$ cat src/rtl/huffman_decoder.sv
// huffman_decoder
//   Streaming decoder for a fixed prefix-free code of 4-bit symbols. It looks at
//   a 6-bit window of the bitstream and returns the decoded symbol together with
//   the number of bits the upstream feeder must shift out. It sits between the
//   compressed-stream fetch logic and the weight/activation unpacker.
//
// Ports
//   clk          in   rising-edge clock
//   rst          in   asynchronous active-low reset
//   encodedData  in   [5:0] bit window, bit 5 = oldest (next) stream bit
//   load         in   window has been refreshed by the feeder
//   ready        out  one-cycle request; decodedData/symbolLength valid while high
//   decodedData  out  [3:0] decoded symbol
//   symbolLength out  [3:0] bits consumed: 1, 4, 5, 6 or 10 (escape)
//
// The first ready pulse after reset is a fill request. It carries no symbol.
module huffman_decoder (
    input  logic       clk,
    input  logic       rst,
    input  logic [5:0] encodedData,
    input  logic       load,
    output logic       ready,
    output logic [3:0] decodedData,
    output logic [3:0] symbolLength
);

    typedef enum logic {
        REQ  = 1'b0,
        WAIT = 1'b1
    } state_t;

    state_t     state_q, state_d;
    logic       esc_q, esc_d;
    logic       ready_q, ready_d;
    logic [3:0] dec_q, dec_d;
    logic [3:0] len_q, len_d;

    always_ff @(posedge clk or negedge rst) begin
        if (!rst) begin
            state_q <= REQ;
            esc_q   <= 1'b0;
            ready_q <= 1'b1;
            dec_q   <= 4'd0;
            len_q   <= 4'd6;
        end else begin
            state_q <= state_d;
            esc_q   <= esc_d;
            ready_q <= ready_d;
            dec_q   <= dec_d;
            len_q   <= len_d;
        end
    end

    always_comb begin
        state_d = state_q;
        esc_d   = esc_q;
        ready_d = ready_q;
        dec_d   = dec_q;
        len_d   = len_q;

        unique case (state_q)
            REQ: begin
                // The request lasts one cycle; a load seen here is ignored.
                ready_d = 1'b0;
                state_d = WAIT;
            end
            WAIT: begin
                if (load) begin
                    ready_d = 1'b1;
                    state_d = REQ;
                    if (esc_q) begin
                        // Second half of an escape: 4 raw literal bits.
                        dec_d = encodedData[5:2];
                        len_d = 4'd4;
                        esc_d = 1'b0;
                    end else begin
                        casez (encodedData)
                            6'b1?????: begin
                                dec_d = 4'd0;
                                len_d = 4'd1;
                            end
                            6'b01????: begin
                                dec_d = 4'd1 + {2'b00, encodedData[3:2]};
                                len_d = 4'd4;
                            end
                            6'b001???: begin
                                dec_d = 4'd5 + {2'b00, encodedData[2:1]};
                                len_d = 4'd5;
                            end
                            6'b0001??: begin
                                dec_d = 4'd9 + {2'b00, encodedData[1:0]};
                                len_d = 4'd6;
                            end
                            6'b000000: begin
                                // Escape prefix: no symbol, keep the previous
                                // decodedData and take the literal next time.
                                len_d = 4'd10;
                                esc_d = 1'b1;
                            end
                            default: begin
                                // 000001/000010/000011 -> 13/14/15
                                dec_d = 4'd12 + {2'b00, encodedData[1:0]};
                                len_d = 4'd6;
                            end
                        endcase
                    end
                end
            end
            default: begin
                state_d = REQ;
            end
        endcase
    end

    assign ready        = ready_q;
    assign decodedData  = dec_q;
    assign symbolLength = len_q;

endmodule

$ cat config.mk
export PLATFORM = sky130hd
export DESIGN_NAME = huffman_decoder
export DESIGN_NICKNAME = d
export VERILOG_FILES = /design/src/rtl/huffman_decoder.sv
export SDC_FILE = /design/constraint.sdc
export NUM_CORES = 1
export LEC_CHECK = 0
export CORE_MARGIN = 3
export CORE_UTILIZATION = 45
export DETAILED_ROUTE_END_ITERATION = 10
export HOLD_SLACK_MARGIN = 0.05
export PLACE_DENSITY = 0.87
export SLEW_MARGIN = 10
export SYNTH_ARGS = -nofsm -noshare
export SYNTH_HDL_FRONTEND = slang
export SYNTH_SLANG_ARGS = --single-unit
$ cat constraint.sdc
create_clock -name clk -period 1.7 [get_ports clk]
set_input_delay 0.51 -clock clk [delete_from_list [all_inputs] [get_ports clk]]
set_output_delay 0.51 -clock clk [all_outputs]
set_load 0.03 [all_outputs]
==> results of run 1 <==
-- sequential cells by signal (all words and copies together) (netlist names) --
signal	flops
symbolLength	4
state_q	1
ready	1
decodedData	4
-- critical path, delay by kind of cell --
family                 cells  cell delay [ns]
buffers and inverters      1             0.47
AND/OR/NAND/NOR            1             0.23
multiplexers               1             0.32
AO/OA/AOI/OAI              1             0.26
-- layout make-up --
cell class | instances | area [sq um]
Clock buffer | 4 | 36.28
Fill cell | 113 | 387.9
Inverter | 6 | 22.52
Multi-Input combinational cell | 51 | 361.6
Sequential cell | 10 | 254.0
Tap cell | 15 | 18.77
Timing Repair Buffer | 33 | 252.7
-- routing by layer --
layer | global-route usage (%) | vias up
met5 | 0 | -
met4 | 10.84 | 0
met3 | 8.299 | 4
met2 | 33.43 | 20
met1 | 19.18 | 297
li1 | - | 316
-- placed cells by master (no fill, tap or decap), types with 2 or more instances in the layout --
cell | synthesis | routed
nand2_1 | 12 | 12
dlygate4sd2_1 | 0 | 6
clkbuf_4 | 1 | 3
clkbuf_2 | 0 | 5
clkdlybuf4s50_1 | 0 | 4
dfstp_2 | 3 | 3
nor2_1 | 4 | 3
inv_1 | 6 | 4
a21oi_1 | 5 | 5
ha_1 | 6 | 5
o31ai_1 | 2 | 2
o21ai_1 | 3 | 3
buf_4 | 1 | 18
inv_2 | 0 | 2
dfrtp_1 | 7 | 7
o21ai_0 | 2 | 2
-- timing repair --
item,CTS,global route
pin swaps,1,2
endpoints found under the hold margin,0,0
hold buffers,0,0
gates resized for setup,19,8
setup endpoints to repair,12,3
-- logic make-up (layout without fill, tap and decap cells) --
| group | count (synthesis) | after routing | share of synthesized area [%] |
|---|---|---|---|
| AOI/OAI and AO/OA | 23 | 23 | 23.89 |
| and+or+nand+nor | 21 | 21 | 14.45 |
| DFF | 10 | 10 | 39.11 |
| buffers and inverters | 10 | 43 | 9.249 |
| adders and majority gates | 6 | 6 | 11.56 |
| muxes | 1 | 1 | 1.734 |
-- final timing paths --
kind / start / to / slack [ns] / cells after the start
min in group asynchronous: rst / symbolLength[0]$_DFFE_PN0P_ / 0.56 / 1
min reg2reg: symbolLength[2]$_DFFE_PN1P_ / symbolLength[2]$_DFFE_PN1P_ / 0.47 / 2
max in group asynchronous: rst / ready$_DFFE_PN1P_ / 0.80 / 1
min: symbolLength[2]$_DFFE_PN1P_ / symbolLength[2]$_DFFE_PN1P_ / 0.47 / 2
max reg2reg: symbolLength[3]$_DFFE_PN0P_ / decodedData[1]$_DFFE_PN0P_ / 0.35 / 3
max: encodedData[4] / decodedData[1]$_DFFE_PN0P_ / 0.06 / 4
-- power by group through the flow --
stage | Combinational [mW] | Sequential (mW) | Clock [mW]
after floorplan | 0.0759 | 0.336 | 0
after global placement | 0.234 | 0.287 | 0
after detailed placement | 0.242 | 0.288 | 0
after CTS | 0.232 | 0.284 | 0.224
after global routing | 0.246 | 0.287 | 0.233
final | 0.228 | 0.284 | 0.212
==> impl_metrics.json, run 1 <==
{
  "highest_routed_layer": "met4",
  "avgRoutedWirePerCell_um": 13.32,
  "ys.warnings.count": 0,
  "total_drc_errors_in_the_routed_layout": 0,
  "antenna_cells": 0,
  "timing.hold.worst.class": "flop to flop",
  "clock_power_share_pct": 29.3,
  "clk_root_buffer_cell": "clkbuf_4",
  "routed-wl-met2_um": 814,
  "tritoncts_num_sinks": 10,
  "start_kind": "input port",
  "tritoncts.num_buffers": 3,
  "criticalPathCategory": "input port to flop",
  "io-pin-count": 18,
  "antenna_found_initial": 0,
  "post-place-cells": 115,
  "asyncSetResetFlopFracSynth_pct": 100.0,
  "yosys-top-cells-count": "nand2_1 (12), dfrtp_1 (7), ha_1 (6), inv_1 (6), a21oi_1 (5)",
  "drv.max_cap_violation_count": 0,
  "route.vias.total": 637,
  "total_negative_slack_ns": 0,
  "critical_path_arrival_ns": 1.79,
  "die_area_sq_um": 1935,
  "ys_seq_area_share_pct": 39.11,
  "grt_pass1_vias": 631,
  "route.antenna.remaining_nets": 0,
  "static_leakage_nw": 0.4765,
  "gr-usage-all-layers_pct": 19.37,
  "clock.fmax_ghz": 0.6115,
  "peakVddDrop_mv": 0.7634,
  "final_layout_size_suffix_gt1_share_pct": 37.50,
  "layoutNonFillerInstCount": 119,
  "die-width_um": 43.99,
  "power.density_nw_per_um2": 764.6,
  "cpMaxStageDelayCell": "clkdlybuf4s50_1",
  "final.period_utilization_pct": 96.20,
  "finish.utilization_pct": 70.92,
  "final_net_count": 120,
  "synthesis.instances": 71,
  "synth.area.top_cells": "dfrtp_1 (27%), dfstp_2 (12%), ha_1 (12%), nand2_1 (6.9%), a21oi_1 (3.9%)",
  "wl_met3_um": 106,
  "postPlaceCellArea_sq_um": 918.4,
  "finalSetupViolations": 0,
  "net-switching-power_mw": 0.2253,
  "outcome": "complete, no violations",
  "h-tree-depth": 1,
  "clk_path_buf_depth": 2,
  "final_max_slew_viol_count": 0,
  "swShare_pct": 31.15,
  "yosys.area.top_type": "dfrtp_1",
  "grt_first_pass_wirelength_um": 2663,
  "required_ns": 1.85,
  "dpl_worst_slack_ns": -0.5890,
  "final_hold_fails": 0,
  "start_util_pct": 48.69,
  "synthFlopType": "dfrtp_1",
  "grt_overflow": 0,
  "grt_start_max_net_pins": 11,
  "drt-initial-drc-count": 5,
  "seqPwrFrac_pct": 39.2,
  "design_area_sq_um": 945.9,
  "cp_slowest_stage_delay_ns": 0.47,
  "rsz0062_at_grt": "false",
  "tightestPinTransition_ns": 0.4523,
  "remaining_max_slew_budget_at_the_tightest_pin_pct": 69.75,
  "row_count": 13,
  "post_drt_via_cell_ratio": 5.353,
  "area.growth.synth_to_final_pct": 45.66,
  "core_region_area_sq_um": 1334,
  "gp_congestion": 0.8911,
  "mappedNetlistNets": 86,
  "postSynthRegisterBits": 10,
  "netlist_area_sq_um": 649.4,
  "finalCriticalPeriod_ns": 1.635,
  "post-cts-setup-buffer-count": 0,
  "synth_largest_type_area_fraction_pct": 26.97,
  "combinationalPowerShare_pct": 31.5,
  "yosys.cell_types.count": 30,
  "die_height_um": 43.99,
  "place.port_buffers": 17,
  "worstSetupEndpointType": "flop",
  "drt_pass1_iterations": 4,
  "routed_wirelength_um": 1585,
  "p_int_mw": 0.4980,
  "timing.final.ws_setup_ns": 0.06464,
  "path_cells": "clkdlybuf4s50_1 > nor3_2 > a31o_2 > mux2_4",
  "synth_edf_count": 0,
  "wl_met1_um": 634,
  "worst_setup_hold_path_clk_slew_ns": 0.06,
  "dp_hpwl_um": 1263,
  "yosys.cell_count.top_type": "nand2_1",
  "cp_max_fo": 6,
  "postSynthAreaPerCell_sq_um": 9.146,
  "clk_latency_ns": 0.26,
  "tritoncts_clock_tree": "built",
  "clock_skew_ns": 0.0005442,
  "finalPower_mw": 0.7233,
  "fin_hold_ws_ns": 0.4658
}
Power figures use the tool's default switching activity.
==> run 2: changes to the inputs <==
--- a/config.mk
+++ b/config.mk
@@ -10,6 +10,7 @@
 export DETAILED_ROUTE_END_ITERATION = 10
 export HOLD_SLACK_MARGIN = 0.05
 export PLACE_DENSITY = 0.87
+export SKIP_CTS_REPAIR_TIMING = 1
 export SLEW_MARGIN = 10
 export SYNTH_ARGS = -nofsm -noshare
 export SYNTH_HDL_FRONTEND = slang
==> run 2 against run 1 <==
Against the previous run:
- via count unchanged
- largest power group unchanged
- routed wire length grew 0.32%
- count of clock-buffer cells in the layout did not move
- combinational power rose by 6%
- clock power about the same
- the run now ends with setup timing left
- register-to-register slack lost 0.03 ns
- critical path type unchanged
- clock skew grew 0.00069 ns
- setup slack worse by 0.30 ns
==> impl_metrics.json, run 2 (synthesis gave the netlist of run 1 again) <==
{
  "outcome": "complete, but fails checks",
  "violated_checks": "setup timing",
  "dp_hpwl_um": 1263,
  "post_drt_via_cell_ratio": 5.353,
  "row_count": 13,
  "cpMaxStageDelayCell": "clkdlybuf4s50_1",
  "tritoncts_clock_tree": "built",
  "criticalPathCategory": "input port to flop",
  "route.antenna.remaining_nets": 0,
  "grt_first_pass_wirelength_um": 2566,
  "timing.hold.worst.class": "flop to flop",
  "regArea_sq_um": 254.0,
  "final.period_utilization_pct": 113.8,
  "die-width_um": 43.99,
  "critPathBufInv": 2,
  "finalPower_mw": 0.7375,
  "grt_start_max_net_pins": 11,
  "cp_slowest_stage_delay_ns": 0.47,
  "final_max_slew_viol_count": 0,
  "design_area_sq_um": 994.7,
  "finalCriticalPeriod_ns": 1.934,
  "drt-initial-drc-count": 15,
  "clock_power_share_pct": 28.9,
  "place.port_buffers": 17,
  "path_cells": "clkdlybuf4s50_1 > inv_1 > ha_1 > a221o_1 > a21oi_2 > o41ai_2 > mux2_2",
  "worst_setup_hold_path_clk_slew_ns": 0.07,
  "critical_path_arrival_ns": 2.09,
  "gp_congestion": 0.8911,
  "combinationalPowerShare_pct": 32.6,
  "timing.final.ws_setup_ns": -0.2342,
  "peakVddDrop_mv": 0.7852,
  "final_common_cell": "buf_4",
  "required_ns": 1.85,
  "antenna_found_initial": 0,
  "area.growth.synth_to_final_pct": 53.18,
  "cp_max_fo": 2,
  "rsz0062_at_grt": "true",
  "core_region_area_sq_um": 1334,
  "postPlaceCellArea_sq_um": 918.4,
  "final_hold_fails": 0,
  "fillCellCount": 103,
  "post-place-cells": 115,
  "power.density_nw_per_um2": 741.5,
  "clock_skew_ns": 0.001234,
  "layout.cells.most_common_list": "buf_4 (18), nand2_1 (12), dlymetal6s2s_1 (9)",
  "drv.max_cap_violation_count": 0,
  "static_leakage_nw": 0.5655,
  "remaining_max_slew_budget_at_the_tightest_pin_pct": 69.63,
  "drt_pass1_iterations": 4,
  "critical-path-top-delay-family": "buffers and inverters",
  "die_height_um": 43.99,
  "clock.fmax_ghz": 0.5170,
  "final_net_count": 120,
  "grt_pass1_vias": 620,
  "route.vias.total": 637,
  "h-tree-depth": 1,
  "worstSetupPathDepth": 7,
  "multiInputGateArea_sq_um": 355.3,
  "tritoncts_num_sinks": 10,
  "grt_overflow": 0,
  "seqPwrFrac_pct": 38.4,
  "whs_path_depth": 2,
  "layoutNonFillerInstCount": 119,
  "net-switching-power_mw": 0.2253,
  "tritoncts.num_buffers": 3,
  "tightestPinTransition_ns": 0.4542,
  "worstSetupEndpointType": "flop",
  "total_negative_slack_ns": -0.3509,
  "finalSetupViolations": 2,
  "worst-r2r-cell-count": 3,
  "gr-usage-all-layers_pct": 18.27,
  "io-pin-count": 18,
  "antenna_cells": 0,
  "clk_path_buf_depth": 2,
  "final_layout_size_suffix_gt1_share_pct": 30.77,
  "clk_latency_ns": 0.26,
  "start_util_pct": 48.69,
  "clk_root_buffer_cell": "clkbuf_4",
  "die_area_sq_um": 1935,
  "p_int_mw": 0.5122,
  "swShare_pct": 30.55,
  "routed_wirelength_um": 1590,
  "start_kind": "input port",
  "total_drc_errors_in_the_routed_layout": 0,
  "avgRoutedWirePerCell_um": 13.36
}
[run 2: worst min-delay path: cells and delay by family (launching register included)]
family | cells | cell delay, ns
flops | 1 | 0.37
compound gates | 1 | 0.05
simple gates | 1 | 0.04
[run 2: worst paths after layout]
check,endpoint,startpoint,slack (ns)
max,decodedData[1]$_DFFE_PN0P_,encodedData[0],-0.23
min,symbolLength[2]$_DFFE_PN1P_,symbolLength[2]$_DFFE_PN1P_,0.46
max reg2reg,decodedData[1]$_DFFE_PN0P_,symbolLength[3]$_DFFE_PN0P_,0.32
min reg2reg,symbolLength[2]$_DFFE_PN1P_,symbolLength[2]$_DFFE_PN1P_,0.46
max in group asynchronous,ready$_DFFE_PN1P_,rst,0.80
min in group asynchronous,decodedData[2]$_DFFE_PN0P_,rst,0.56
[run 2: power groups by stage]
stage               Sequential, mW  Combinational (mW)  Clock (mW)
floorplan                    0.336              0.0759           0
global placement             0.287               0.234           0
detailed placement           0.288               0.242           0
CTS                          0.284               0.242       0.224
global route                 0.287               0.259       0.234
finish                       0.283               0.241       0.213
[run 2: cell type report]
cell class	count	share of cell area, %
multi-input cells	51	35.72
repair buffers	33	30.94
flip-flops and latches	10	25.53
clock buffers	4	3.648
inverters	6	2.264
well taps	15	1.887
[run 2: stage by stage]
step / setup slack [ns] / utilization (%) / hold WS, ns
finish: -0.2342 / 74.58 / 0.4643
global route: -0.2827 / 74.58 / 0.4933
CTS: -0.2994 / 71.58 / 0.4736
detailed placement: -0.5890 / 68.86 / 0.4638
global placement: -0.4961 / 68.86 / 0.4512
floorplan: 0.02539 / - / 0.2144
[run 2: metal layers]
layer,vias up,GRT usage (%),part of all wire (%)
met2,20,31.69,52
met5,-,0,0
met4,0,9.036,2.8
met1,295,18.93,39
li1,316,-,-
met3,6,7.054,6.4
==> run 3: changes to the inputs <==
--- a/config.mk
+++ b/config.mk
@@ -5,13 +5,12 @@
 export SDC_FILE = /design/constraint.sdc
 export NUM_CORES = 1
 export LEC_CHECK = 0
-export CORE_MARGIN = 3
+export CORE_MARGIN = 10
 export CORE_UTILIZATION = 45
 export DETAILED_ROUTE_END_ITERATION = 10
 export HOLD_SLACK_MARGIN = 0.05
 export PLACE_DENSITY = 0.87
 export SKIP_CTS_REPAIR_TIMING = 1
-export SLEW_MARGIN = 10
 export SYNTH_ARGS = -nofsm -noshare
 export SYNTH_HDL_FRONTEND = slang
 export SYNTH_SLANG_ARGS = --single-unit
==> run 3 against run 2 <==
Against the previous run:
- the flow now finishes without violations
- sequential share of layout area is 0.13 points higher
- hold slack better by 0.0085 ns
- cell count stayed put
- register-to-register slack better by 0.10 ns
==> impl_metrics.json, run 3 (synthesis gave the netlist of run 1 again) <==
{
  "outcome": "complete, no violations",
  "die_area_sq_um": 3362,
  "crit-reg2reg-capture": "decodedData[1]$_DFFE_PN0P_",
  "cpMaxStageDelayCell": "clkdlybuf4s50_1",
  "final_max_slew_viol_count": 0,
  "required_ns": 1.85,
  "tightestPinTransition_ns": 0.4395,
  "timing.hold.worst.class": "flop to flop",
  "clock_power_share_pct": 28.9,
  "h-tree-depth": 1,
  "tritoncts_clock_tree": "built",
  "criticalPathCategory": "input port to flop",
  "drt_pass1_iterations": 2,
  "routed_wirelength_um": 1760,
  "critPathBufInv": 1,
  "worst-r2r-setup-slack_ns": 0.42,
  "worst_setup_hold_path_clk_slew_ns": 0.07,
  "clk_path_buf_depth": 2,
  "drt-initial-drc-count": 5,
  "antenna_found_initial": 0,
  "peakVddDrop_mv": 0.6184,
  "static_leakage_nw": 0.5634,
  "tritoncts.num_buffers": 3,
  "fin_hold_ws_ns": 0.4729,
  "place.port_buffers": 17,
  "final_net_count": 120,
  "layout.cells.most_common_list": "buf_4 (20), nand2_1 (12), dlymetal6s2s_1 (9)",
  "hold-path-endpoint": "symbolLength[2]$_DFFE_PN1P_",
  "area.growth.synth_to_final_pct": 52.41,
  "row_count": 13,
  "power.density_nw_per_um2": 746.0,
  "p_int_mw": 0.5103,
  "tritoncts_num_sinks": 10,
  "final.period_utilization_pct": 98.09,
  "final_hold_fails": 0,
  "post_drt_via_cell_ratio": 5.563,
  "clk_latency_ns": 0.26,
  "path_cells": "clkdlybuf4s50_1 > nor3_2 > a31o_2 > mux2_2",
  "worstSetupEndpointType": "flop",
  "dpl_worst_slack_ns": -0.5393,
  "core_region_area_sq_um": 1334,
  "finalCriticalPeriod_ns": 1.668,
  "clk_root_buffer_cell": "clkbuf_4",
  "worstSetupPathDepth": 4,
  "rsz0062_at_grt": "true",
  "antenna_cells": 0,
  "final_common_cell": "buf_4",
  "finalSetupViolations": 0,
  "route.vias.total": 662,
  "total_drc_errors_in_the_routed_layout": 0,
  "timing.final.ws_setup_ns": 0.03246,
  "clock_skew_ns": 0.0008302,
  "route.antenna.remaining_nets": 0,
  "die-width_um": 57.99,
  "grt_first_pass_wirelength_um": 2911,
  "cp_slowest_stage_delay_ns": 0.48,
  "grt_overflow": 0,
  "start_util_pct": 48.69,
  "critical_path_arrival_ns": 1.82,
  "clock.fmax_ghz": 0.5997,
  "grt_pass1_vias": 650,
  "gr-usage-all-layers_pct": 10.79,
  "combinationalPowerShare_pct": 32.7,
  "io-pin-count": 18,
  "cp_max_fo": 6,
  "drv.max_cap_violation_count": 0,
  "whs_path_depth": 2,
  "critical-path-top-delay-family": "buffers and inverters",
  "worst-r2r-cell-count": 3,
  "dp_hpwl_um": 1391,
  "start_kind": "input port",
  "swShare_pct": 30.88,
  "avgRoutedWirePerCell_um": 14.79,
  "gp_congestion": 0.8787,
  "r2r_start": "symbolLength[3]$_DFFE_PN0P_",
  "seqPwrFrac_pct": 38.4,
  "net-switching-power_mw": 0.2280,
  "die_height_um": 57.99,
  "remaining_max_slew_budget_at_the_tightest_pin_pct": 70.61,
  "final_layout_size_suffix_gt1_share_pct": 32.69,
  "hold_start": "symbolLength[2]$_DFFE_PN1P_",
  "grt_start_max_net_pins": 11
}
-- run 3: power by group through the flow --
stage	logic (mW)	clock network (mW)	registers (mW)
2_1_floorplan	0.0759	0	0.336
6_report	0.241	0.213	0.284
3_3_place_gp	0.235	0	0.287
4_1_cts	0.243	0.217	0.284
5_1_grt	0.262	0.232	0.287
3_5_place_dp	0.241	0	0.288
-- run 3: how the worst max path moves through the flow --
stage / from / to / slack [ns]
4_1_cts: encodedData[1] / decodedData[1]$_DFFE_PN0P_ / -0.26
6_report: encodedData[4] / decodedData[1]$_DFFE_PN0P_ / 0.03
2_1_floorplan: encodedData[3] / decodedData[1]$_DFFE_PN0P_ / 0.03
3_5_place_dp: encodedData[1] / decodedData[1]$_DFFE_PN0P_ / -0.54
5_1_grt: encodedData[4] / decodedData[1]$_DFFE_PN0P_ / -0.004
3_3_place_gp: encodedData[1] / decodedData[1]$_DFFE_PN0P_ / -0.49
-- run 3: final cells by class --
class | count | area [sq um]
tap | 15 | 18.77
multi-input combinational | 51 | 355.3
timing repair buffer | 33 | 302.8
clock buffer | 4 | 36.28
fill | 107 | 344.1
inverter | 6 | 22.52
sequential | 10 | 254.0
-- run 3: per-stage QoR --
step / util (%) / power [mW] / instances / setup TNS [ns] / instance area [sq um]
floorplan: - / 0.4114 / 71 / 0 / 651.9
global placement: 68.48 / 0.5214 / 115 / -2.040 / 913.4
detailed placement: 68.48 / 0.5290 / 115 / -2.278 / 913.4
CTS: 71.20 / 0.7450 / 119 / -1.205 / 949.7
global route: 74.20 / 0.7810 / 119 / -0.004265 / 989.7
finish: 74.20 / 0.7383 / 119 / 0 / 989.7
-- run 3: layer usage --
| layer | up-vias | global-route usage [%] | share of wire, % |
|---|---|---|---|
| li1 | 314 | - | - |
| met2 | 18 | 18.40 | 48 |
| met1 | 328 | 11.52 | 42 |
| met4 | 0 | 3.691 | 0.68 |
| met5 | - | 0 | 0 |
| met3 | 2 | 4.793 | 9.0 |
-- run 3: worst min-delay path, delay by kind of cell (launching register included) --
kind	cells	cell delay, ns
flip-flops	1	0.37
AO/OA/AOI/OAI	1	0.05
AND/OR/NAND/NOR	1	0.04
